$ cat config.mk
export PLATFORM = sky130hd
export DESIGN_NAME = instr_sequencer
export DESIGN_NICKNAME = d
export VERILOG_FILES = /design/src/rtl/instr_seq_pkg.sv /design/src/rtl/instr_sequencer.sv
export SDC_FILE = /design/constraint.sdc
export NUM_CORES = 1
export LEC_CHECK = 0
export CORE_MARGIN = 2
export CORE_UTILIZATION = 40
export CTS_BUF_LIST = sky130_fd_sc_hd__clkbuf_4
export CTS_CLUSTER_DIAMETER = 40
export DETAILED_ROUTE_END_ITERATION = 6
export HOLD_SLACK_MARGIN = 0.12
export PLACE_DENSITY = 0.79
export SLEW_MARGIN = 30
export SYNTH_ARGS = -nofsm -noshare
export SYNTH_HDL_FRONTEND = slang
export SYNTH_SLANG_ARGS = --single-unit
$ cat constraint.sdc
create_clock -name clk -period 2 [get_ports clk]
set_input_delay 0.3 -clock clk [delete_from_list [all_inputs] [get_ports clk]]
set_output_delay 0.3 -clock clk [all_outputs]
set_load 0.01 [all_outputs]
$ cat src/rtl/instr_seq_pkg.sv
// Shared constants for the instruction fetch/issue sequencer: state encoding,
// half-select values and the long-instruction flag position.
package instr_seq_pkg;

    localparam int WORD_WIDTH = 32;
    localparam int LONG_BIT   = WORD_WIDTH - 1;

    localparam logic HALF_HI = 1'b0;
    localparam logic HALF_LO = 1'b1;

    localparam logic [2:0] ST_RESET_WAIT = 3'd0;
    localparam logic [2:0] ST_FETCH      = 3'd1;
    localparam logic [2:0] ST_ISSUE_HI   = 3'd2;
    localparam logic [2:0] ST_EXEC_HI    = 3'd3;
    localparam logic [2:0] ST_ISSUE_LO   = 3'd4;
    localparam logic [2:0] ST_EXEC_LO    = 3'd5;
    localparam logic [2:0] ST_HALTED     = 3'd6;

endpackage

$ cat src/rtl/instr_sequencer.sv
// Fetch/issue controller: fetches instruction words, issues one long or two
// short instructions to the decoder, waits for retirement and applies jumps.
module instr_sequencer
    import instr_seq_pkg::*;
#(
    parameter int                    WIDTH      = WORD_WIDTH,
    parameter int                    ADDR_WIDTH = 16,
    parameter logic [ADDR_WIDTH-1:0] PC_RESET   = '0
) (
    input  logic                  clk,
    input  logic                  reset_n,
    output logic                  imem_req,
    output logic [ADDR_WIDTH-1:0] imem_addr,
    input  logic                  imem_ready,
    input  logic [WIDTH-1:0]      imem_rdata,
    output logic [WIDTH-1:0]      instr_word,
    output logic                  instr_choose,
    output logic                  dec_en,
    input  logic                  exec_done,
    input  logic                  redirect_valid,
    input  logic [ADDR_WIDTH-1:0] redirect_addr,
    input  logic                  halt,
    output logic [ADDR_WIDTH-1:0] pc,
    output logic                  busy
);

    logic [2:0]            state, state_nxt;
    logic [ADDR_WIDTH-1:0] pc_nxt;
    logic [WIDTH-1:0]      word_nxt;
    logic                  choose_nxt;
    // Set once a fetch has waited a cycle; halt may no longer cancel it.
    logic                  fetch_pending, fetch_pending_nxt;

    // NOTE: every always_comb output gets a default first so no latch is inferred.
    always_comb begin
        state_nxt         = state;
        pc_nxt            = pc;
        word_nxt          = instr_word;
        choose_nxt        = instr_choose;
        fetch_pending_nxt = 1'b0;
        case (state)
            ST_RESET_WAIT: state_nxt = ST_FETCH;
            ST_FETCH: begin
                if (halt && !fetch_pending) begin
                    state_nxt = ST_HALTED;
                end else if (imem_ready) begin
                    word_nxt   = imem_rdata;
                    choose_nxt = HALF_HI;
                    state_nxt  = ST_ISSUE_HI;
                end else begin
                    fetch_pending_nxt = 1'b1;
                end
            end
            ST_ISSUE_HI: state_nxt = ST_EXEC_HI;
            ST_EXEC_HI: begin
                if (exec_done) begin
                    if (redirect_valid) begin
                        pc_nxt    = redirect_addr;
                        state_nxt = ST_FETCH;
                    end else if (instr_word[WIDTH-1]) begin
                        pc_nxt    = pc + ADDR_WIDTH'(1);
                        state_nxt = ST_FETCH;
                    end else begin
                        choose_nxt = HALF_LO;
                        state_nxt  = ST_ISSUE_LO;
                    end
                end
            end
            ST_ISSUE_LO: state_nxt = ST_EXEC_LO;
            ST_EXEC_LO: begin
                if (exec_done) begin
                    pc_nxt    = redirect_valid ? redirect_addr : pc + ADDR_WIDTH'(1);
                    state_nxt = ST_FETCH;
                end
            end
            ST_HALTED: if (!halt) state_nxt = ST_FETCH;
            default:   state_nxt = ST_RESET_WAIT;
        endcase
    end

    // NOTE: sequential state uses non-blocking assignments only.
    always_ff @(posedge clk or negedge reset_n) begin
        if (!reset_n) begin
            state         <= ST_RESET_WAIT;
            pc            <= PC_RESET;
            instr_word    <= '0;
            instr_choose  <= HALF_HI;
            fetch_pending <= 1'b0;
        end else begin
            state         <= state_nxt;
            pc            <= pc_nxt;
            instr_word    <= word_nxt;
            instr_choose  <= choose_nxt;
            fetch_pending <= fetch_pending_nxt;
        end
    end

    // Strobes depend on registered state only, never on inputs.
    assign imem_req  = (state == ST_FETCH);
    assign imem_addr = pc;
    assign dec_en    = (state == ST_ISSUE_HI) || (state == ST_ISSUE_LO);
    assign busy      = (state != ST_RESET_WAIT) && (state != ST_HALTED);

endmodule
==> impl_metrics.env <==
export IMPL_status="finished, final reports clean"
export IMPL_grt_busiest_layer="met2"
export IMPL_finClkSkew_ns=0.00867
export IMPL_cp_required_ns=1.70
export IMPL_crit_type="register to output pin"
export IMPL_grt_pass1_vias=2476
export IMPL_syn_nets=309
export IMPL_tightest_slew_ns=0.399
export IMPL_clk_latency_ns=0.38
export IMPL_async_flop_share_pct=100
export IMPL_initial_core_util_pct=41.7
export IMPL_clockRootBuffer="clkbuf_4"
export IMPL_finalCritPeriodShare_pct=95.4
export IMPL_rsz0062_at_grt="no"
export IMPL_drv_cap=0
export IMPL_drive_above_1_share_pct=19.4
export IMPL_power_switching_uw=2350
export IMPL_cts_sinks=53
export IMPL_cts_made_buffers=5
export IMPL_hold_ws_ns=0.350
export IMPL_power_uw=6460
export IMPL_coreArea_um2=6870
export IMPL_yosys_area_top_type_share_pct=46.3
export IMPL_ys_warnings_count=0
export IMPL_routabilityCongestion=0.828
export IMPL_netlist_top_cells_count="dfrtp_1, mux2_4, buf_4"
export IMPL_pin_count=122
export IMPL_firstDrtPassIters=4
export IMPL_synth_ff_type="dfrtp_1"
export IMPL_drc=0
export IMPL_met3_usage_pct=6.34
export IMPL_clkPwrFrac_pct=9.9
export IMPL_critical_path_arrival_ns=1.61
export IMPL_cp_end_kind="output pin"
export IMPL_hold_class="input port to asynchronous set/reset pin"
export IMPL_power_density_nw_per_um2=1510
export IMPL_grtUsageMet2_pct=31.5
export IMPL_period_needed_ns=1.91
export IMPL_final_nets=430
export IMPL_synth_area_leaders="dfrtp_1, mux2_4, buf_4, a21oi_1, a31oi_1"
export IMPL_synth_area_um2=2870
export IMPL_synth_edf_count=0
export IMPL_ys_ff_latch=53
export IMPL_setup_tns_ns=0
export IMPL_path_max_fanout=4
export IMPL_clockBufferDepth=2
export IMPL_synth_cell_types=51
export IMPL_p_seq_share_pct=32.0
export IMPL_grt_max_degree=39
export IMPL_max_freq_ghz=0.524
export IMPL_intPower_uw=4110
export IMPL_comb_power_share_pct=58.1
export IMPL_hold_viol_final=0
export IMPL_p_leak_uw=0.00190
export IMPL_use_met1_pct=24.2
export IMPL_peakVddDrop_uv=786
export IMPL_avgSynthCellArea_um2=11.3
export IMPL_tritoncts="done"
export IMPL_drv_slew=0
export IMPL_die_area_um2=7860
export IMPL_num_vias=2470
export IMPL_startpoint_type="register"
export IMPL_dpl_instance_area_um2=4150
export IMPL_yosysSeqAreaShare_pct=46.3
export IMPL_synth_cells=254
export IMPL_postRouteAntennaNets=0
export IMPL_io_buffers=121
export IMPL_dpl_hpwl_mm=5.52
export IMPL_setup_viol=0
export IMPL_h_tree_depth=2
export IMPL_die_h_um=88.7
export IMPL_synth_most_common_cell="dfrtp_1"
export IMPL_synth_top_area_cell="dfrtp_1"
export IMPL_grt_usage_pct=19.2
export IMPL_maxSlewHeadroom_pct=73.4
export IMPL_antenna_found_initial=0
export IMPL_grt_ovfl_total=0
export IMPL_grt_pass1_wl_mm=11.8
export IMPL_fin_area_um2=4290
export IMPL_cts_clk_slew_worst_paths_ns=0.16
export IMPL_first_iter_violations=74
export IMPL_wl_per_cell_um=15.7
export IMPL_die_x_um=88.7
export IMPL_diodes=0
export IMPL_switching_share_pct=36.3
export IMPL_routed_via_density=5.23
export IMPL_areaGrowthSynthToFinish_pct=49.6
export IMPL_rows=30
export IMPL_wl_mm=7.43
==> stage by stage <==
step,cells,utilization (%),worst slack (ns)
final,472,62.4,0.0921
after global routing,472,62.4,0.0000910
after CTS,472,62.2,0.0364
after detailed placement,458,60.4,0.0649
after global placement,458,60.4,0.119
after floorplan,254,-,0.318
==> timing repair <==
| item | 4_1_cts | 5_1_grt |
|---|---|---|
| pin swaps | 0 | 0 |
| cloned | 0 | 0 |
| hold buffers | 1 | 0 |
| resized for setup | 6 | 2 |
| setup endpoints to repair | 3 | 2 |
| setup buffers | 5 | 0 |
| hold endpoints to repair | 15 | 0 |
==> path summary, 6_finish.rpt <==
path	endpoint	slack, ns	startpoint	cells past startpoint
worst max-delay path	dec_en	0.09	state[2]$_DFFE_PN0P_	6
worst min-delay path	imem_addr[2]$_DFFE_PN0P_	0.35	reset_n	2
worst max register to register	instr_word[1]$_DFFE_PN0P_	0.15	state[2]$_DFFE_PN0P_	6
worst min register to register	instr_choose$_DFFE_PN0P_	0.52	instr_choose$_DFFE_PN0P_	1
max in group asynchronous	state[1]$_DFFE_PN0P_	1.12	reset_n	3
min in group clk	imem_addr[6]$_DFFE_PN0P_	0.47	redirect_addr[6]	3
==> per-layer routing <==
layer,wire [µm],share of wire (%)
met4,94,1.3
met3,724,9.7
met1,3130,42
met2,3480,47
met5,0,0
==> registers in the layout (all words and copies together) (netlist names) <==
register and flops:
instr_word 32, instr_choose 1, fetch_pending 1, imem_addr 16
state 3
==> cell type report <==
type / count / area (µm²)
clock buffer: 5 / 37.5
clock inverter: 3 / 47.5
fill: 576 / 2580
inverter: 10 / 37.5
multi-input combinational: 161 / 1310
sequential: 53 / 1330
tap: 96 / 120
timing repair buffer: 144 / 1410
==> cells by family (layout without fill, tap and decap cells) <==
group           after synthesis  count (layout)  share of synthesized area (%)
simple gates                 76              76                           15.1
flops                        53              53                           46.3
compound gates               50              50                           12.7
buf+inv                      40             162                           8.56
mux                          33              33                           16.7
fa+ha+maj                     1               1                          0.436
xor+xnor                      1               1                          0.306
==> power by group through the flow <==
stage	combinational, µW	sequential (µW)	clock [µW]
after global placement	3590	2070	0
final	3750	2060	639
after floorplan	1820	2220	0
after global routing	4050	2140	702
after detailed placement	3670	2070	0
after CTS	3740	2060	659
==> cells in the final DEF, fill, tap and decap left out, drive strengths merged, types with 4 or more instances in the layout <==
cell	n
clkdlybuf4s50	117
dfrtp	53
mux2	32
buf	24
nor2	14
nand2	12
inv	12
a21oi	11
a31oi	8
nand3	7
nor3	7
nor4	6
and2	5
clkbuf	5
and4	4
and3	4
o221ai	4
nand2b	4
o21ai	4
==> worst max-delay path: stages, from the launching register on <==
cell and delay (ns):
dfrtp_1 0.43, buf_4 0.15, buf_4 0.14, nand2b_4 0.07, and2_1 0.13, nor2_1 0.04
dlygate4sd2_1 0.28
No activity file was read; power rests on OpenSTA's default activity.
